==> config.mk <==
export PLATFORM = sky130hd
export DESIGN_NAME = ir_decode_ctrl_flat
export DESIGN_NICKNAME = d
export VERILOG_FILES = /design/src/rtl/ir_decode_ctrl_pkg.sv /design/src/rtl/ir_decode_ctrl_if.sv /design/src/rtl/ir_field_decode.sv /design/src/rtl/ir_decode_ctrl.sv /design/src/flat_wrapper.sv
export SDC_FILE = /design/constraint.sdc
export NUM_CORES = 1
export LEC_CHECK = 0
export CORE_UTILIZATION = 35
export DETAILED_ROUTE_END_ITERATION = 10
export GPL_TIMING_DRIVEN = 1
export SYNTH_ARGS = -nofsm -noshare
export SYNTH_HDL_FRONTEND = slang
export SYNTH_HIERARCHICAL = 1
export SYNTH_SLANG_ARGS = --single-unit
==> constraint.sdc <==
create_clock -name clk -period 2 [get_ports clk]
set_clock_uncertainty 0.1 [all_clocks]
set_input_delay 0.3 -clock clk [delete_from_list [all_inputs] [get_ports clk]]
set_output_delay 0.3 -clock clk [all_outputs]
set_load 0.01 [all_outputs]
==> src/rtl/ir_decode_ctrl_pkg.sv <==
// Shared definitions for the instruction fetch/decode controller:
// state encodings, opcode constants and instruction field geometry.
package ir_decode_ctrl_pkg;

   localparam int STATE_W = 3;
   localparam int PCNT_W  = 2;

   localparam int unsigned OPC_NOP = 0;

   typedef enum logic [STATE_W-1:0] {
      ST_RESET  = 3'd0,
      ST_INIT   = 3'd1,
      ST_FETCH  = 3'd2,
      ST_READ_P = 3'd3,
      ST_HOLD   = 3'd4,
      ST_HALT   = 3'd5
   } state_t;

   // HALT is the all-ones opcode for whatever opcode width is in use
   function automatic int unsigned opc_halt(input int ow);
      return (32'd1 << ow) - 32'd1;
   endfunction

   // Unit id width; at least one bit even for a single-unit build
   function automatic int uid_width(input int n);
      return (n < 2) ? 1 : $clog2(n);
   endfunction

   // Parameter-count field sits directly below the opcode field
   function automatic int pcnt_msb(input int dw, input int ow);
      return dw - ow - 1;
   endfunction

endpackage

==> src/rtl/ir_decode_ctrl_if.sv <==
// Cache / execution-unit side bundle of the decode controller.
// master = the controller, slave = the cache and execution units.
interface ir_decode_ctrl_if
   import ir_decode_ctrl_pkg::*;
#(
   parameter int DATA_WIDTH    = 16,
   parameter int IR_ADDR_WIDTH = 10,
   parameter int OPC_WIDTH     = 4,
   parameter int NUM_UNITS     = 4
);

   logic                     i_cash_init_done;
   logic [DATA_WIDTH-1:0]    i_data;
   logic [NUM_UNITS-1:0]     i_unit_busy;
   logic                     i_jump_valid;
   logic [IR_ADDR_WIDTH-1:0] i_jump_addr;

   logic [IR_ADDR_WIDTH-1:0] o_irp;
   logic [DATA_WIDTH-1:0]    o_data_bus;
   logic                     o_data_valid;
   logic [PCNT_W-1:0]        o_param_idx;
   logic [NUM_UNITS-1:0]     o_unit_start;
   logic [OPC_WIDTH-1:0]     o_opcode;
   logic                     o_illegal;
   logic [STATE_W-1:0]       o_state;

   modport master (
      input  i_cash_init_done, i_data, i_unit_busy, i_jump_valid, i_jump_addr,
      output o_irp, o_data_bus, o_data_valid, o_param_idx, o_unit_start,
             o_opcode, o_illegal, o_state
   );

   modport slave (
      output i_cash_init_done, i_data, i_unit_busy, i_jump_valid, i_jump_addr,
      input  o_irp, o_data_bus, o_data_valid, o_param_idx, o_unit_start,
             o_opcode, o_illegal, o_state
   );

endinterface

==> src/rtl/ir_field_decode.sv <==
// Combinational instruction word splitter: opcode, parameter count,
// unit id and the NOP / HALT / illegal-unit classifications.
module ir_field_decode
   import ir_decode_ctrl_pkg::*;
#(
   parameter int DATA_WIDTH = 16,
   parameter int OPC_WIDTH  = 4,
   parameter int NUM_UNITS  = 4,
   parameter int UID_W      = uid_width(NUM_UNITS)
) (
   input  logic [DATA_WIDTH-1:0] word_i,
   output logic [OPC_WIDTH-1:0]  opcode_o,
   output logic [PCNT_W-1:0]     pcount_o,
   output logic [UID_W-1:0]      uid_o,
   output logic                  is_nop_o,
   output logic                  is_halt_o,
   output logic                  is_illegal_o
);

   // bits between the count field and the unit id are reserved
   logic unused_word;

   assign opcode_o     = word_i[DATA_WIDTH-1 -: OPC_WIDTH];
   assign pcount_o     = word_i[pcnt_msb(DATA_WIDTH, OPC_WIDTH) -: PCNT_W];
   assign uid_o        = word_i[UID_W-1:0];
   assign is_nop_o     = (32'(opcode_o) == OPC_NOP);
   assign is_halt_o    = (32'(opcode_o) == opc_halt(OPC_WIDTH));
   assign is_illegal_o = (32'(uid_o) >= 32'(NUM_UNITS));
   assign unused_word  = ^word_i;

endmodule

==> src/rtl/ir_decode_ctrl.sv <==
// Instruction fetch/decode controller: walks the instruction pointer,
// issues one-hot unit starts, streams parameter words and stalls on busy.
module ir_decode_ctrl
   import ir_decode_ctrl_pkg::*;
#(
   parameter int DATA_WIDTH    = 16,
   parameter int IR_ADDR_WIDTH = 10,
   parameter int OPC_WIDTH     = 4,
   parameter int NUM_UNITS     = 4
) (
   input  logic             clk,
   input  logic             rst_n,
   ir_decode_ctrl_if.master bus
);

   localparam int UID_W = uid_width(NUM_UNITS);

   state_t                   state_q, state_d;
   logic [IR_ADDR_WIDTH-1:0] irp_q, irp_d;
   logic [DATA_WIDTH-1:0]    data_bus_q, data_bus_d;
   logic                     data_valid_q, data_valid_d;
   logic [PCNT_W-1:0]        param_idx_q, param_idx_d;
   logic [NUM_UNITS-1:0]     unit_start_q, unit_start_d;
   logic [OPC_WIDTH-1:0]     opcode_q, opcode_d;
   logic                     illegal_q, illegal_d;
   logic [PCNT_W-1:0]        cnt_q, cnt_d;
   logic [PCNT_W-1:0]        idx_q, idx_d;
   logic                     pend_q, pend_d;
   logic [IR_ADDR_WIDTH-1:0] pend_addr_q, pend_addr_d;
   logic [UID_W-1:0]         hold_uid_q, hold_uid_d;

   logic [OPC_WIDTH-1:0]     dec_opc;
   logic [PCNT_W-1:0]        dec_pcnt;
   logic [UID_W-1:0]         dec_uid;
   logic                     dec_nop, dec_halt, dec_illegal;
   logic                     tgt_busy, hold_busy;
   logic [NUM_UNITS-1:0]     start_oh;

   ir_field_decode #(
      .DATA_WIDTH (DATA_WIDTH),
      .OPC_WIDTH  (OPC_WIDTH),
      .NUM_UNITS  (NUM_UNITS),
      .UID_W      (UID_W)
   ) u_dec (
      .word_i       (bus.i_data),
      .opcode_o     (dec_opc),
      .pcount_o     (dec_pcnt),
      .uid_o        (dec_uid),
      .is_nop_o     (dec_nop),
      .is_halt_o    (dec_halt),
      .is_illegal_o (dec_illegal)
   );

   // Per-unit selection by loop so an out-of-range id never indexes past the vector;
   // the start shadow (unit_start_q) covers the unit's one-cycle busy-rise latency
   always_comb begin
      tgt_busy  = 1'b0;
      hold_busy = 1'b0;
      start_oh  = '0;
      for (int unsigned u = 0; u < NUM_UNITS; u++) begin
         if (dec_uid == UID_W'(u)) begin
            tgt_busy    = bus.i_unit_busy[u] | unit_start_q[u];
            start_oh[u] = 1'b1;
         end
         if (hold_uid_q == UID_W'(u)) begin
            hold_busy = bus.i_unit_busy[u];
         end
      end
   end

   // Next-state and output decode
   always_comb begin
      state_d      = state_q;
      irp_d        = irp_q;
      data_bus_d   = data_bus_q;
      data_valid_d = 1'b0;
      param_idx_d  = param_idx_q;
      unit_start_d = '0;
      opcode_d     = opcode_q;
      illegal_d    = illegal_q;
      cnt_d        = cnt_q;
      idx_d        = idx_q;
      pend_d       = pend_q;
      pend_addr_d  = pend_addr_q;
      hold_uid_d   = hold_uid_q;
      unique case (state_q)
         ST_RESET: if (bus.i_cash_init_done) state_d = ST_INIT;
         ST_INIT:  if (bus.i_unit_busy == '0) state_d = ST_FETCH;
         ST_FETCH: begin
            if (bus.i_jump_valid) begin
               irp_d = bus.i_jump_addr;
            end else if (dec_nop) begin
               irp_d = irp_q + 1'b1;
            end else if (dec_halt) begin
               state_d = ST_HALT;
            end else if (dec_illegal) begin
               illegal_d = 1'b1;
               state_d   = ST_HALT;
            end else if (tgt_busy) begin
               hold_uid_d = dec_uid;
               state_d    = ST_HOLD;
            end else begin
               unit_start_d = start_oh;
               opcode_d     = dec_opc;
               irp_d        = irp_q + 1'b1;
               if (dec_pcnt != '0) begin
                  cnt_d   = dec_pcnt;
                  idx_d   = '0;
                  state_d = ST_READ_P;
               end
            end
         end
         ST_READ_P: begin
            data_bus_d   = bus.i_data;
            data_valid_d = 1'b1;
            param_idx_d  = idx_q;
            // a jump arriving on the last parameter is applied directly
            if (idx_q == cnt_q - 1'b1) begin
               state_d = ST_FETCH;
               pend_d  = 1'b0;
               if (bus.i_jump_valid)  irp_d = bus.i_jump_addr;
               else if (pend_q)       irp_d = pend_addr_q;
               else                   irp_d = irp_q + 1'b1;
            end else begin
               idx_d = idx_q + 1'b1;
               irp_d = irp_q + 1'b1;
               if (bus.i_jump_valid) begin
                  pend_d      = 1'b1;
                  pend_addr_d = bus.i_jump_addr;
               end
            end
         end
         ST_HOLD: begin
            if (bus.i_jump_valid) begin
               irp_d   = bus.i_jump_addr;
               state_d = ST_FETCH;
            end else if (!hold_busy) begin
               state_d = ST_FETCH;
            end
         end
         ST_HALT: begin
            if (bus.i_jump_valid) begin
               irp_d   = bus.i_jump_addr;
               state_d = ST_FETCH;
            end
         end
         default: state_d = ST_RESET;
      endcase
   end

   // State and output registers, synchronous active-low reset
   always_ff @(posedge clk) begin
      if (!rst_n) begin
         state_q      <= ST_RESET;
         irp_q        <= '0;
         data_bus_q   <= '0;
         data_valid_q <= 1'b0;
         param_idx_q  <= '0;
         unit_start_q <= '0;
         opcode_q     <= '0;
         illegal_q    <= 1'b0;
         cnt_q        <= '0;
         idx_q        <= '0;
         pend_q       <= 1'b0;
         pend_addr_q  <= '0;
         hold_uid_q   <= '0;
      end else begin
         state_q      <= state_d;
         irp_q        <= irp_d;
         data_bus_q   <= data_bus_d;
         data_valid_q <= data_valid_d;
         param_idx_q  <= param_idx_d;
         unit_start_q <= unit_start_d;
         opcode_q     <= opcode_d;
         illegal_q    <= illegal_d;
         cnt_q        <= cnt_d;
         idx_q        <= idx_d;
         pend_q       <= pend_d;
         pend_addr_q  <= pend_addr_d;
         hold_uid_q   <= hold_uid_d;
      end
   end

   assign bus.o_irp        = irp_q;
   assign bus.o_data_bus   = data_bus_q;
   assign bus.o_data_valid = data_valid_q;
   assign bus.o_param_idx  = param_idx_q;
   assign bus.o_unit_start = unit_start_q;
   assign bus.o_opcode     = opcode_q;
   assign bus.o_illegal    = illegal_q;
   assign bus.o_state      = state_q;

endmodule

==> src/flat_wrapper.sv <==
// flat-port wrapper written by rule: the top's interface ports become plain ports
module ir_decode_ctrl_flat import ir_decode_ctrl_pkg::*;
#(
   parameter int DATA_WIDTH    = 16,
   parameter int IR_ADDR_WIDTH = 10,
   parameter int OPC_WIDTH     = 4,
   parameter int NUM_UNITS     = 4
)
  (clk, rst_n, bus_i_cash_init_done, bus_i_data, bus_i_unit_busy, bus_i_jump_valid, bus_i_jump_addr, bus_o_irp, bus_o_data_bus, bus_o_data_valid, bus_o_param_idx, bus_o_unit_start, bus_o_opcode, bus_o_illegal, bus_o_state);
  ir_decode_ctrl_if #(.DATA_WIDTH(DATA_WIDTH), .IR_ADDR_WIDTH(IR_ADDR_WIDTH), .OPC_WIDTH(OPC_WIDTH), .NUM_UNITS(NUM_UNITS)) bus_i ();
  input  logic clk;
  input  logic rst_n;
  input wire logic [$bits(bus_i.i_cash_init_done)-1:0] bus_i_cash_init_done;
  input wire logic [$bits(bus_i.i_data)-1:0] bus_i_data;
  input wire logic [$bits(bus_i.i_unit_busy)-1:0] bus_i_unit_busy;
  input wire logic [$bits(bus_i.i_jump_valid)-1:0] bus_i_jump_valid;
  input wire logic [$bits(bus_i.i_jump_addr)-1:0] bus_i_jump_addr;
  output wire logic [$bits(bus_i.o_irp)-1:0] bus_o_irp;
  output wire logic [$bits(bus_i.o_data_bus)-1:0] bus_o_data_bus;
  output wire logic [$bits(bus_i.o_data_valid)-1:0] bus_o_data_valid;
  output wire logic [$bits(bus_i.o_param_idx)-1:0] bus_o_param_idx;
  output wire logic [$bits(bus_i.o_unit_start)-1:0] bus_o_unit_start;
  output wire logic [$bits(bus_i.o_opcode)-1:0] bus_o_opcode;
  output wire logic [$bits(bus_i.o_illegal)-1:0] bus_o_illegal;
  output wire logic [$bits(bus_i.o_state)-1:0] bus_o_state;
  assign bus_i.i_cash_init_done = bus_i_cash_init_done;
  assign bus_i.i_data = bus_i_data;
  assign bus_i.i_unit_busy = bus_i_unit_busy;
  assign bus_i.i_jump_valid = bus_i_jump_valid;
  assign bus_i.i_jump_addr = bus_i_jump_addr;
  assign bus_o_irp = bus_i.o_irp;
  assign bus_o_data_bus = bus_i.o_data_bus;
  assign bus_o_data_valid = bus_i.o_data_valid;
  assign bus_o_param_idx = bus_i.o_param_idx;
  assign bus_o_unit_start = bus_i.o_unit_start;
  assign bus_o_opcode = bus_i.o_opcode;
  assign bus_o_illegal = bus_i.o_illegal;
  assign bus_o_state = bus_i.o_state;
  ir_decode_ctrl #(.DATA_WIDTH(DATA_WIDTH), .IR_ADDR_WIDTH(IR_ADDR_WIDTH), .OPC_WIDTH(OPC_WIDTH), .NUM_UNITS(NUM_UNITS)) u_core (.clk(clk), .rst_n(rst_n), .bus(bus_i));
endmodule
* Word level (Yosys, flattened, before mapping) *
Index checks and enable logic that the tools add are counted.

word-level totals
  word-level logic and storage cells = 116
  input bits = 34
  output and inout bits = 41
  register bits after elaboration = 57

operators by class
  reduce and logical (&&, ||, !) cells = 19
  multiplexer cells = 43
  bitwise gates (word level) = 11
  add/subtract/negate cells = 3
  equal/unequal tests = 28

operators by type and width
  kind                                                   number
  2-to-1 mux 10 bit                                      8
  2-to-1 mux 3 bit                                       11
  one-hot mux 10 bit (3 select lines)                    1
  one-hot mux 3 bit (6 select lines)                     1
  2-to-1 mux 1 bit                                       15
  inequality test 2 bit, second input constant           7
  2-to-1 mux 2 bit                                       6
  adder 10 x 1 -> 10 bit, second input constant          1
  AND reduction 5 bit                                    2
  equality test 2 bit, second input constant             4
  logical NOT 4 bit                                      2
  inequality test 2 x 1 -> 1 bit, second input constant  4
  inequality test 4 x 3 -> 1 bit, second input constant  2
  AND reduction 8 bit                                    1
  inverter 1 bit                                         7
  AND reduction 7 bit                                    1
  equality test 3 x 2 -> 1 bit, second input constant    2
  equality test 3 bit, second input constant             2
  AND reduction 6 bit                                    1
  nonzero test 2 bit                                     3
  OR reduction 6 bit                                     1
  equality test 2 x 1 -> 1 bit, second input constant    2
  equality test 4 bit, second input constant             1
  logical NOT 2 bit                                      2
  other kinds (14)                                       17

* Logic depth before layout (Yosys ltp) *
Gate-level depths: netlist (run 1).

  depth in word-level cells = 10
  depth in mapped cells = 8
  depth with buffers taken out = 6

* Cells and area by module *
Netlist (run 1), hierarchy kept.

modules (own cells, without submodules)
  module           seq. area each (µm²)  instances  cells each  area an instance (µm²)
  ir_decode_ctrl   1161.1                1          383         3016.6
  ir_field_decode  0.0                   1          12          93.8

* Worst setup path after synthesis (run 1) *
OpenSTA, ideal clock, no wires.

  path type = input port to flip-flop
  start = input bus_i_jump_valid
  end = register u_core.irp_q[7], in the netlist u_core/bus.o_irp[7]
  data arrival time = 1633 ps
  required time = 1813 ps
  setup slack = 180 ps
  path buffers = 3
  stages on the path = 8
  setup time = 87 ps
  cells stage by stage = buf_6 or2_1 or3_4 o21ba_1 buf_6 buf_6 nand3b_4 o31ai_1

on the way
  word-level cells in the longest chain between the ends = 3
  elaborated cells on any way between the ends = 8
  classes of those cells = eq/ne (3); mux (4); reduce/logical (1)

ends and longest elaborated chain
  what                                 line                   text
  start: declaration                   flat_wrapper.sv:16     input wire logic [$bits(bus_i.i_jump_valid)-1:0] bus_i_jump_valid;
  2-to-1 mux 10 bit                    ir_decode_ctrl.sv:121  if (bus.i_jump_valid) irp_d = bus.i_jump_addr;
  2-to-1 mux 10 bit                    ir_decode_ctrl.sv:118  if (idx_q == cnt_q - 1'b1) begin
  one-hot mux 10 bit (3 select lines)  ir_decode_ctrl.sv:86   unique case (state_q)
  end signal: assignment               ir_decode_ctrl.sv:169  irp_q <= irp_d;
  end: declaration                     ir_decode_ctrl.sv:19   logic [IR_ADDR_WIDTH-1:0] irp_q, irp_d;

Several ways; a longest one is shown, not always the timed one.
A chain may end at the register's enable or synchronous reset.

* Worst setup path after layout (run 1) *
  start = input bus_i_data[0]
  end = register u_core.unit_start_q[3], in the netlist u_core/bus.o_unit_start[3]

on the way
  word-level cells in the longest chain between the ends = 6
  elaborated cells on any way between the ends = 10
  classes of those cells = eq/ne (3); mux (5); reduce/logical (2)

ends and longest elaborated chain
  what                           line                   text
  start: declaration             flat_wrapper.sv:14     input wire logic [$bits(bus_i.i_data)-1:0] bus_i_data;
  logical NOT 2 bit              ir_decode_ctrl.sv:61   if (dec_uid == UID_W'(u)) begin
  2-to-1 mux 1 bit (4 in a row)  ir_decode_ctrl.sv:61
  OR reduction 6 bit (no line)   -
  end signal: assignment         ir_decode_ctrl.sv:173  unit_start_q <= unit_start_d;
  end: declaration               ir_decode_ctrl.sv:23   logic [NUM_UNITS-1:0] unit_start_q, unit_start_d;

Several ways; a longest one is shown, not always the timed one.

==> results of run 1 <==
-- per-layer routing --
layer  vias to the layer above  track usage, %  routed length (um)  share of wire, %
met5                         -               0                   0                 0
met3                         8           4.739                 525               5.8
met4                         0           6.965                  92               1.0
met1                      1532           23.79                3758                42
li1                       1590               -                   -                 -
met2                        85           36.64                4614                51
-- tightest hold or removal path, cell delays in order --
cell and delay [ns]:
sky130_fd_sc_hd__clkbuf_2 0.12, sky130_fd_sc_hd__nand2_1 0.07, sky130_fd_sc_hd__a21oi_1 0.06
-- kinds of logic after synthesis --
| logic type | count (synthesis) | synth area share (%) |
|---|---|---|
| multiplexers | 20 | 7.361 |
| AO/OA/AOI/OAI | 96 | 19.71 |
| AND/OR/NAND/NOR | 167 | 25.54 |
| XOR/XNOR | 7 | 1.971 |
| flip-flops | 58 | 37.33 |
| adder cells (fa/ha/maj) | 1 | 0.4022 |
| other | 1 | 0.1206 |
| buffers and inverters | 45 | 7.562 |
-- what timing repair did --
item                       4_1_cts  5_1_grt
setup endpoints to repair       13        8
buffers inserted                 2        0
gates cloned                     0        0
pin swaps                        2        1
resized for setup                9        9
-- final cells by class --
cell class                 count  area, sq um  share of cell area [%]
multi-input combinational    292         1754                   39.53
tap                          108        135.1                   3.045
sequential                    58         1164                   26.22
inverter                       9        33.78                  0.7612
clock buffer                  11        141.4                   3.186
clock inverter                 5        77.57                   1.748
timing repair buffer         128         1132                   25.51
-- Yosys cell counts (4+ instances only) --
cell type	count	area, sq um
sky130_fd_sc_hd__nand2_1	77	289.0
sky130_fd_sc_hd__dfxtp_1	58	1161
sky130_fd_sc_hd__nor2_1	34	127.6
sky130_fd_sc_hd__a21oi_1	33	165.2
sky130_fd_sc_hd__mux2i_1	15	150.1
sky130_fd_sc_hd__nand3_1	14	70.07
sky130_fd_sc_hd__o21ai_0	14	70.07
sky130_fd_sc_hd__clkbuf_1	12	45.04
sky130_fd_sc_hd__buf_4	9	67.56
sky130_fd_sc_hd__buf_2	8	40.04
sky130_fd_sc_hd__inv_1	8	30.03
sky130_fd_sc_hd__nor3_1	8	40.04
sky130_fd_sc_hd__a31oi_1	7	43.79
sky130_fd_sc_hd__o211ai_1	7	52.55
sky130_fd_sc_hd__nand2b_1	6	37.54
sky130_fd_sc_hd__nor3b_1	6	45.04
sky130_fd_sc_hd__o21a_1	5	37.54
sky130_fd_sc_hd__xor2_1	5	43.79
sky130_fd_sc_hd__buf_1	4	15.01
-- how the worst min path moves through the flow --
stage                                           end  slack [ns]  depth (start not counted)
after CTS                 u_core/bus.o_data_bus[15]        0.31                          3
after detailed placement     u_core/bus.o_opcode[1]        0.35                          2
after global routing         u_core/bus.o_opcode[3]        0.18                          3
after global placement    u_core/bus.o_data_bus[11]        0.34                          2
after floorplan            u_core/bus.o_data_bus[0]        0.34                          2
final                     u_core/bus.o_data_bus[15]        0.17                          3
-- sequential cells by signal, summed over array words and instances, names as in the netlist --
signal                   cells
u_core/bus.o_param_idx       2
u_core/hold_uid_q            2
u_core/cnt_q                 2
u_core/pend_q                1
u_core/pend_addr_q          10
u_core/bus.o_data_bus       16
u_core/bus.o_irp            10
u_core/bus.o_unit_start      4
u_core/bus.o_state           3
u_core/bus.o_illegal         1
u_core/bus.o_opcode          4
u_core/bus.o_data_valid      1
u_core/idx_q                 2
-- through the flow --
stage          total power [W]  area, sq um  util [%]  hold WS, ns  setup WS, ns
3_5_place_dp          0.002532         4175     48.11       0.3487       -0.6324
6_report              0.003762         4438     51.14       0.1700       0.07154
2_1_floorplan         0.002004         3110         -       0.3360        0.1796
4_1_cts               0.003784         4419     50.92       0.3063      0.009738
5_1_grt               0.003964         4438     51.14       0.1846      0.008526
3_3_place_gp          0.002511         4175     48.11       0.3435       -0.5041
-- layout by cell type, fill, tap and decap left out, types with 6 or more instances in the layout --
| cell | n |
|---|---|
| sky130_fd_sc_hd__a21oi_1 | 33 |
| sky130_fd_sc_hd__a31oi_1 | 7 |
| sky130_fd_sc_hd__buf_4 | 54 |
| sky130_fd_sc_hd__clkbuf_8 | 10 |
| sky130_fd_sc_hd__clkdlybuf4s50_1 | 69 |
| sky130_fd_sc_hd__dfxtp_1 | 56 |
| sky130_fd_sc_hd__inv_1 | 8 |
| sky130_fd_sc_hd__mux2i_1 | 15 |
| sky130_fd_sc_hd__nand2_1 | 77 |
| sky130_fd_sc_hd__nand2b_1 | 6 |
| sky130_fd_sc_hd__nand3_1 | 14 |
| sky130_fd_sc_hd__nor2_1 | 34 |
| sky130_fd_sc_hd__nor3_1 | 7 |
| sky130_fd_sc_hd__nor3b_1 | 6 |
| sky130_fd_sc_hd__o211ai_1 | 7 |
| sky130_fd_sc_hd__o21ai_0 | 14 |
-- where the power goes --
group | switching (W) | internal (W)
Clock | 0.000480 | 0.000731
Sequential | 0.0000945 | 0.00126
Combinational | 0.000570 | 0.000629
Total | 0.00114 | 0.00262
==> impl_summary.txt, run 1 <==
----------------------------------------------------
[Run status]
  Result of the run ... complete, no violations

[Global routing]
  Global-route wire length before repair ... around 14000 um
  Vias in the first global route ... between 3000 and 4000
  Global route total overflow ... 0
  Gr usage total ... about a fifth
  Maximum number of pins on one net before global-route repair ... 35
  Number of antenna violations at the first check in global routing ... 0

[Floorplan]
  Die boundary width ... around 96 um
  DIE AREA ... approximately 9000 sq um
  Core area ... 8678 sq um
  Std-Cell Rows ... 34
  Overall die height ... between 90 and 100 um
  Initial Util ... a little over a third
  I/O pin count ... 75

[STA]
  Maximum operating frequency ... between 0.5 and 0.6 GHz
  Share of the cycle needed by the critical path after routing ... 96.42%
  Setup repair after global routing missed its margin ... no
  Time the worst path needs with I/O delays and setup ... 1.928 ns
  Final Hold Vio Count ... 0
  Accumulated negative setup slack ... 0 ns
  Number of pins exceeding their max-slew limit in the final report ... 0
  Worst-case headroom to the max-slew limit ... a little over half
  Actual slew at the worst max-slew pin ... 0.6990 ns
  Final count of negative-setup-slack endpoints ... 0

[Worst hold path]
  Min-delay worst type ... input port to flip-flop
  Origin of the worst min-delay path ... bus_i_data[15]

[Logic synthesis]
  Number of register bits inferred by synthesis ... 58
  Synth cell types ... 59
  Main flop type after synthesis ... sky130_fd_sc_hd__dfxtp_1
  Number of nets in the synthesized netlist ... 430
  Share of flip-flops with an asynchronous set or reset after synthesis ... 0%
  Synthesis Warnings ... 6
  Sequential cell area fraction in the yosys report ... a little under two fifths
  Cell area after technology mapping ... between 3000 and 4000 sq um
  Post-synthesis cell count ... 395
  EDFF count, synth ... 0
  Average size of a mapped cell ... approximately 7.9 sq um

[CTS]
  Clock slew seen by the registers of the worst setup and hold paths ... 0.07 ns
  CTS tree ... done
  Clock Sink Count ... 58
  Number of buffers on the longest clock path ... 2
  Hold-fix buffer count after cts ... 0
  Count of H-tree levels built during CTS ... 3
  Master cell of the clock root buffer ... sky130_fd_sc_hd__clkbuf_8
  Clk_lat worst skew ... between 0.3 and 0.4 ns
  Inserted Clock Buffers ... 9

[Pwr]
  IR drop worst, VDD ... ~0.00034 V
  Power density normalized to cell area ... around 850 nW/um^2
  Leakage power ... 1.734 nW

[Detailed routing]
  Number of vias per cell after detailed routing ... between 5 and 6
  Final Routed Wirelength ... between 8000 and 9000 um
  TritonRoute pass-1 iters ... 6
  DR vias ... between 3000 and 4000
  Post-route DRC ... 0
  Count of antenna-violating nets left after detailed routing ... 0
  Routed length per instance ... 14.72 um
  First-iteration detailed-routing DRC count ... roughly 120

[Setup path]
  Crit-path slowest cell ... sky130_fd_sc_hd__mux4_2
  Buffer and inverter count on the worst path ... 3
  Worst reg2reg endpoint ... u_core/hold_uid_q[1]
  Setup slack of the most critical reg-to-reg path ... 0.15 ns
  Kind of capture point of the worst setup path ... flip-flop
  CP arrival ... between 2 and 2.5 ns
  Capture point of the critical path ... u_core/bus.o_unit_start[3]
  Type of the worst setup path ... input port to flip-flop
  Worst endpoint required time ... approximately 2.1 ns
  Top fanout value on the critical path ... 5
  Levels on crit path ... 6
  Cells along the critical path ... clkdlybuf4s50_1 -> mux4_2 -> buf_4 -> and3_1 -> buf_4 -> and4_1
  CP top delay family ... buffers and inverters
  Worst setup path startpoint ... bus_i_data[0]
  Cell repeated most along the worst path ... sky130_fd_sc_hd__buf_4
  R2r startpoint ... u_core/bus.o_state[0]
  Stage delay of the slowest cell on the critical path ... around 0.53 ns
  Startpoint Class ... input port
  R2r worst-path depth ... 6

[Finish]
  ANT cells ... 0
  Share of layout cells above drive strength 1 ... 17.30%
  Synthesis-to-layout area growth ... 42.68%
  # fillers ... 881
  Count of non-filler cells in the finished layout ... 611
  Number of nets at the end of the flow ... between 500 and 600

[Run]
  Max-cap check violation count ... 0

[Place]
  GPL Wtd Cong ... 0.8721
  Cells after DPL ... slightly below 600
  Input/output buffers ... 74
  Placed wire-length estimate after detailed placement ... about 6600 um

----------------------------------------------------
Note: power is estimated with default switching activity, not from simulation.
==> run 2: changes to the inputs <==
--- a/config.mk
+++ b/config.mk
@@ -5,9 +5,11 @@
 export SDC_FILE = /design/constraint.sdc
 export NUM_CORES = 1
 export LEC_CHECK = 0
+export CORE_MARGIN = 2
 export CORE_UTILIZATION = 35
 export DETAILED_ROUTE_END_ITERATION = 10
 export GPL_TIMING_DRIVEN = 1
+export MAX_ROUTING_LAYER = met4
 export SYNTH_ARGS = -nofsm -noshare
 export SYNTH_HDL_FRONTEND = slang
 export SYNTH_HIERARCHICAL = 1
==> impl_summary.txt, run 2 (synthesized netlist as in run 1, its figures left out) <==
----------------------------------------------------
[Run status]
  Result of the run ... complete, no violations

[Run]
  Max-cap check violation count ... 0 (unchanged)

[Pwr]
  Power density normalized to cell area ... 852.4 nW/um^2 (+0.56%)
  Overall Power ... 0.003757 W (-0.12%)
  Leakage power ... 1.763 nW (+1.7%)
  IR drop worst, VDD ... 0.0004391 V (+30%)

[Finish]
  Flip-flop count of the largest register after layout ... 16 (unchanged)
  Area occupied by multi-input gates ... 1727 sq um (-1.6%)
  Commonest non-fill, non-tap cells in the layout ... sky130_fd_sc_hd__nand2_1 (77), sky130_fd_sc_hd__clkdlybuf4s50_1 (64), sky130_fd_sc_hd__dfxtp_1 (57)
  # fillers ... 842 (-4.4%)
  Share of layout cells above drive strength 1 ... 14.75% (-2.5 points)
  Commonest non-fill, non-tap cell in the layout ... sky130_fd_sc_hd__nand2_1
  Synthesis-to-layout area growth ... 41.71%
  ANT cells ... 0 (unchanged)
  Number of nets at the end of the flow ... 525 (-1.5%)
  Sequential cell area in the final layout ... 1162 sq um (-0.11%)

[Detailed routing]
  Routed length per instance ... 14.46 um (-1.7%)
  Count of antenna-violating nets left after detailed routing ... 0 (unchanged)
  First-iteration detailed-routing DRC count ... 72 (-39%)
  TritonRoute pass-1 iters ... 4 (-2)
  DR vias ... 3145 (-2.2%)
  Post-route DRC ... 0 (unchanged)
  Final Routed Wirelength ... 8719 um (-3.0%)
  Number of vias per cell after detailed routing ... 5.216 (-0.88%)

[CTS]
  Number of post-CTS setup repair buffers ... 0 (-2)
  Clock slew seen by the registers of the worst setup and hold paths ... 0.07 ns (about the same)
  Number of buffers on the longest clock path ... 2 (unchanged)
  Master cell of the clock root buffer ... sky130_fd_sc_hd__clkbuf_8
  Hold-fix buffer count after cts ... 0 (unchanged)
  Count of H-tree levels built during CTS ... 3 (unchanged)
  Inserted Clock Buffers ... 9 (unchanged)
  Clock Sink Count ... 58 (unchanged)
  CTS tree ... done
  Clk_lat worst skew ... 0.34 ns (about the same)

[Place]
  Input/output buffers ... 74 (unchanged)
  Placed wire-length estimate after detailed placement ... 6340 um (-4.5%)
  GPL Wtd Cong ... 0.8195 (-6.0%)

[Global routing]
  Number of antenna violations at the first check in global routing ... 0 (unchanged)
  Global-route wire length before repair ... 14040 um (-2.7%)
  Global route total overflow ... 0 (unchanged)
  Gr usage total ... 18.34% (-2.1 points)
  Maximum number of pins on one net before global-route repair ... 44 (+26%)
  Vias in the first global route ... 2885 (-6.2%)

[Setup path]
  R2r worst-path depth ... 7 (+1)
  Startpoint Class ... flip-flop
  Worst endpoint required time ... 1.60 ns (-0.53 ns)
  R2r startpoint ... u_core/idx_q[1]
  Kind of capture point of the worst setup path ... output pin
  Worst reg2reg endpoint ... u_core/bus.o_irp[6]
  CP arrival ... 1.50 ns (-0.56 ns)
  Top fanout value on the critical path ... 10 (+5)
  Setup slack of the most critical reg-to-reg path ... 0.13 ns (-0.02 ns)
  Type of the worst setup path ... flip-flop to output pin

[Floorplan]
  Initial Util ... 35.84% (unchanged)
  Overall die height ... 98.27 um (+2.1%)
  I/O pin count ... 75 (unchanged)
  Std-Cell Rows ... 34 (unchanged)
  Core area ... 8678 sq um (unchanged)
  Die boundary width ... 98.27 um (+2.1%)
  DIE AREA ... 9657 sq um (+4.2%)

[STA]
  Final Hold Vio Count ... 0 (unchanged)
  Time the worst path needs with I/O delays and setup ... 1.896 ns (-0.03281 ns)
  Worst-case headroom to the max-slew limit ... 56.93% (+3.6 points)
  Actual slew at the worst max-slew pin ... 0.6452 ns (-0.05383 ns)
  Accumulated negative setup slack ... 0 ns (unchanged)
  Maximum operating frequency ... 0.5275 GHz (+1.7%)
  Share of the cycle needed by the critical path after routing ... 94.78% (-1.6 points)
  Setup repair after global routing missed its margin ... no
  Final count of negative-setup-slack endpoints ... 0 (unchanged)
  Number of pins exceeding their max-slew limit in the final report ... 0 (unchanged)

[Worst hold path]
  Hold path cells ... 3 (unchanged)
  Endpoint with the worst hold slack ... u_core/bus.o_unit_start[2]
  Min-delay worst type ... input port to flip-flop
  Origin of the worst min-delay path ... bus_i_data[0]

----------------------------------------------------
run 2: changes by cell type in the layout (fill, tap and decap cells not counted), sizes merged:
cell / before / now
clkdlybuf4s50: 69 / 64
buf: 54 / 46
dlymetal6s2s: 0 / 6
clkbuf: 13 / 12
clkinvlp: 1 / 0
dlygate4sd2: 3 / 4
run 2: layout make-up:
cell class / instances / share of cell area [%]
Inverter: 9 / 0.7664
Multi-Input combinational cell: 292 / 39.17
Timing Repair Buffer: 120 / 25.43
Sequential cell: 58 / 26.37
Clock buffer: 12 / 3.520
Tap cell: 108 / 3.066
Clock inverter: 4 / 1.675
run 2: worst max path at each step:
| stage | startpoint | to | cells past startpoint |
|---|---|---|---|
| after floorplan | bus_i_jump_valid | u_core/bus.o_irp[7] | 8 |
| after global placement | bus_i_data[13] | u_core/hold_uid_q[1] | 9 |
| after detailed placement | bus_i_data[13] | u_core/bus.o_irp[3] | 8 |
| after CTS | bus_i_data[0] | u_core/hold_uid_q[1] | 7 |
| after global routing | u_core/idx_q[1] | u_core/bus.o_irp[6] | 7 |
| final | u_core/bus.o_state[1] | bus_o_state[1] | 2 |
run 2: what timing repair did:
item / 4_1_cts / 5_1_grt
endpoints found under the hold margin: 0 / 0
resized for setup: 6 / 8
endpoints found under the setup margin: 12 / 14
pin swaps: 0 / 1
run 2: critical path: stages, from the launching register on:
cell and delay [ns]:
sky130_fd_sc_hd__dfxtp_1 0.42, sky130_fd_sc_hd__buf_4 0.20, sky130_fd_sc_hd__clkdlybuf4s50_1 0.54
run 2: through the flow:
step / hold slack, ns / cells / util (%) / setup WS, ns / cell area, sq um
2_1_floorplan: 0.3360 / 395 / - / 0.1796 / 3110
3_3_place_gp: 0.3432 / 587 / 47.88 / -0.3851 / 4155
3_5_place_dp: 0.3465 / 587 / 47.88 / -0.4573 / 4155
4_1_cts: 0.3177 / 603 / 50.58 / 0.02760 / 4389
5_1_grt: 0.2778 / 603 / 50.79 / 0.008470 / 4408
6_report: 0.2621 / 603 / 50.79 / 0.1044 / 4408
run 2: layer usage:
metal	GRT usage, %	routed length (um)	share of wire [%]
met4	6.639	125	1.4
met2	28.98	4187	48
met5	-	0	0
met3	2.577	401	4.6
met1	24.03	4004	46
run 2: power breakdown:
group	total, W	internal, W	switching [W]
clock network	0.00125	0.000770	0.000476
logic	0.00117	0.000608	0.000560
registers	0.00134	0.00126	0.0000887
==> run 3: changes to the inputs <==
--- a/config.mk
+++ b/config.mk
@@ -6,7 +6,7 @@
 export NUM_CORES = 1
 export LEC_CHECK = 0
 export CORE_MARGIN = 2
-export CORE_UTILIZATION = 35
+export CORE_UTILIZATION = 25
 export DETAILED_ROUTE_END_ITERATION = 10
 export GPL_TIMING_DRIVEN = 1
 export MAX_ROUTING_LAYER = met4
==> impl_summary.txt, run 3 (synthesized netlist as in run 1, its figures left out) <==
----------------------------------------------------
[CTS]
  Master cell of the clock root buffer ... sky130_fd_sc_hd__clkbuf_16
  Number of buffers on the longest clock path ... 2 (unchanged)
  Inserted Clock Buffers ... 9 (unchanged)
  Hold-fix buffer count after cts ... 0 (unchanged)
  Count of H-tree levels built during CTS ... 3 (unchanged)
  Clock slew seen by the registers of the worst setup and hold paths ... 0.05 ns (-0.02 ns)
  Clk_lat worst skew ... 0.32 ns (-0.02 ns)
  CTS tree ... done
  Clock Sink Count ... 58 (unchanged)

[Setup path]
  Top fanout value on the critical path ... 12 (+2)
  Type of the worst setup path ... input port to flip-flop
  Levels on crit path ... 8 (+6)
  Startpoint Class ... input port
  R2r startpoint ... u_core/bus.o_unit_start[2]
  Stage delay of the slowest cell on the critical path ... 0.32 ns (-0.22 ns)
  CP top delay family ... compound AO/OA/AOI/OAI gates
  Setup slack of the most critical reg-to-reg path ... 0.14 ns (about the same)
  Worst reg2reg endpoint ... u_core/hold_uid_q[0]
  CP arrival ... 2.06 ns (+0.56 ns)
  Worst endpoint required time ... 2.12 ns (+0.52 ns)
  Kind of capture point of the worst setup path ... flip-flop
  R2r worst-path depth ... 7 (unchanged)
  Buffer and inverter count on the worst path ... 2 (unchanged)
  Cells along the critical path ... dlygate4sd2_1 -> nor4_4 -> or2_1 -> o311ai_0 -> o21ba_2 -> buf_12 -> nand2_1 -> o32ai_1
  Crit-path slowest cell ... sky130_fd_sc_hd__nor4_4

[Finish]
  # fillers ... 1273 (+51%)
  ANT cells ... 0 (unchanged)
  Sequential cell area in the final layout ... 1162 sq um (unchanged)
  Share of layout cells above drive strength 1 ... 15.73% (+0.98 points)
  Summed area of non-filler cells in the final layout ... 4564 sq um (+3.5%)
  Synthesis-to-layout area growth ... 46.74%
  Flip-flop count of the largest register after layout ... 16 (unchanged)
  Commonest non-fill, non-tap cell in the layout ... sky130_fd_sc_hd__nand2_1
  Area occupied by multi-input gates ... 1747 sq um (+1.2%)
  Number of nets at the end of the flow ... 526 (+0.19%)
  Commonest non-fill, non-tap cells in the layout ... sky130_fd_sc_hd__nand2_1 (77), sky130_fd_sc_hd__clkdlybuf4s50_1 (64), sky130_fd_sc_hd__dfxtp_1 (57)

[STA]
  Setup repair after global routing missed its margin ... yes
  Final count of negative-setup-slack endpoints ... 0 (unchanged)
  Final Hold Vio Count ... 0 (unchanged)
  Actual slew at the worst max-slew pin ... 0.6622 ns (+0.01699 ns)
  Share of the cycle needed by the critical path after routing ... 96.88% (+2.1 points)
  Worst-case headroom to the max-slew limit ... 55.79% (-1.1 points)
  Time the worst path needs with I/O delays and setup ... 1.938 ns (+0.04196 ns)
  Maximum operating frequency ... 0.5161 GHz (-2.2%)
  Number of pins exceeding their max-slew limit in the final report ... 0 (unchanged)

[Detailed routing]
  Wire length on met3 ... 517 um (+29%)
  Post-route DRC ... 0 (unchanged)
  Routed length per instance ... 14.09 um (-2.5%)
  Number of vias per cell after detailed routing ... 4.750 (-8.9%)
  Met2 routed wirelength ... 4492 um (+7.3%)
  Topmost layer with routed signal wires ... met4
  Post-route met1 wirelength ... 4259 um (+6.4%)
  Final Routed Wirelength ... 9359 um (+7.3%)
  Count of antenna-violating nets left after detailed routing ... 0 (unchanged)
  TritonRoute pass-1 iters ... 4 (unchanged)
  First-iteration detailed-routing DRC count ... 203 (+180%)
  DR vias ... 3154 (+0.29%)

[Place]
  GPL Wtd Cong ... 0.8549 (+4.3%)
  Input/output buffers ... 74 (unchanged)
  Placed cell area ... 4223 sq um (+1.6%)
  Placed wire-length estimate after detailed placement ... 6785 um (+7.0%)

[Floorplan]
  Std-Cell Rows ... 40 (+18%)
  Die boundary width ... 115.5 um (+18%)
  Initial Util ... 25.79% (-10 points)
  I/O pin count ... 75 (unchanged)
  DIE AREA ... 13350 sq um (+38%)
  Overall die height ... 115.5 um (+18%)
  Core area ... 12060 sq um (+39%)

[Worst hold path]
  Origin of the worst min-delay path ... bus_i_data[0]
  Hold path cells ... 3 (unchanged)
  Endpoint with the worst hold slack ... u_core/bus.o_unit_start[2]
  Min-delay worst type ... input port to flip-flop

[Pwr]
  Overall Power ... 0.004031 W (+7.3%)
  IR drop worst, VDD ... 0.0004782 V (+8.9%)
  Leakage power ... 1.789 nW (+1.5%)
  Power density normalized to cell area ... 883.2 nW/um^2 (+3.6%)

[Run]
  Max-cap check violation count ... 0 (unchanged)

[Global routing]
  Global route total overflow ... 0 (unchanged)
  Gr usage total ... 14.83% (-3.5 points)
  Number of antenna violations at the first check in global routing ... 0 (unchanged)
  Maximum number of pins on one net before global-route repair ... 44 (unchanged)
  Global-route wire length before repair ... 15240 um (+8.5%)
  Vias in the first global route ... 3129 (+8.5%)

[Run status]
  Result of the run ... complete, no violations

----------------------------------------------------
==> run 3: cell types whose count changed in the layout (fill, tap and decap cells not counted), sizes merged <==
cell          previous run  this run
buf                     46        47
bufinv                   2         1
clkbuf                  12        10
clkinv                   3         5
clkinvlp                 0         1
dlygate4sd2              4         5
dlymetal6s2s             6         5
==> run 3: worst register-to-register path, stage by stage, from the launching register on <==
cell and delay (ns):
sky130_fd_sc_hd__dfxtp_1 0.34, sky130_fd_sc_hd__nor2_1 0.05, sky130_fd_sc_hd__mux4_2 0.48, sky130_fd_sc_hd__buf_4 0.17, sky130_fd_sc_hd__nor4_2 0.20, sky130_fd_sc_hd__buf_4 0.16
sky130_fd_sc_hd__mux2i_1 0.18, sky130_fd_sc_hd__nor2_1 0.05
==> run 3: power by group <==
part	internal (W)	switching, W	total (W)
logic	0.000609	0.000583	0.00119
clock network	0.000954	0.000544	0.00150
registers	0.00126	0.0000842	0.00134
total	0.00282	0.00121	0.00403
==> run 3: layer usage <==
metal / up-vias / global-route usage [%]
li1: 1583 / -
met1: 1469 / 18.05
met2: 91 / 24.09
met3: 11 / 4.079
met4: 0 / 4.177
met5: - / -
==> run 3: layout make-up <==
type,instances,area share (%)
multi-input combinational,292,38.27
clock buffer,10,5.016
timing repair buffer,121,24.64
sequential,58,25.47
tap,168,4.605
clock inverter,6,1.261
inverter,9,0.7401
==> run 3: worst max-delay path by stage <==
stage                           end               start  slack, ns
2_1_floorplan   u_core/bus.o_irp[7]    bus_i_jump_valid       0.18
3_3_place_gp    u_core/bus.o_irp[2]      bus_i_data[15]      -0.39
3_5_place_dp    u_core/bus.o_irp[4]      bus_i_data[13]      -0.46
4_1_cts        u_core/hold_uid_q[0]  bus_i_unit_busy[2]      0.005
5_1_grt         u_core/bus.o_irp[4]      bus_i_data[14]      0.001
6_report        u_core/bus.o_irp[3]      bus_i_data[14]       0.06
==> run 3: per-stage QoR <==
stage                     utilization, %  TNS [ns]  setup WS, ns  cells  hold WS, ns
after floorplan                        -         0        0.1796    395       0.3360
after global placement             35.01    -9.580       -0.3918    646       0.3429
after detailed placement           35.01    -10.95       -0.4573    646       0.3486
after CTS                          37.52         0      0.005157    664       0.2931
after global routing               37.84         0      0.001010    664       0.2651
final                              37.84         0       0.06240    664       0.2570
==> run 3: repair_timing <==
| action | in CTS | in global routing |
|---|---|---|
| pin swaps | 1 | 0 |
| setup buffers | 2 | 0 |
| resized for setup | 7 | 10 |
| setup endpoints to repair | 21 | 18 |
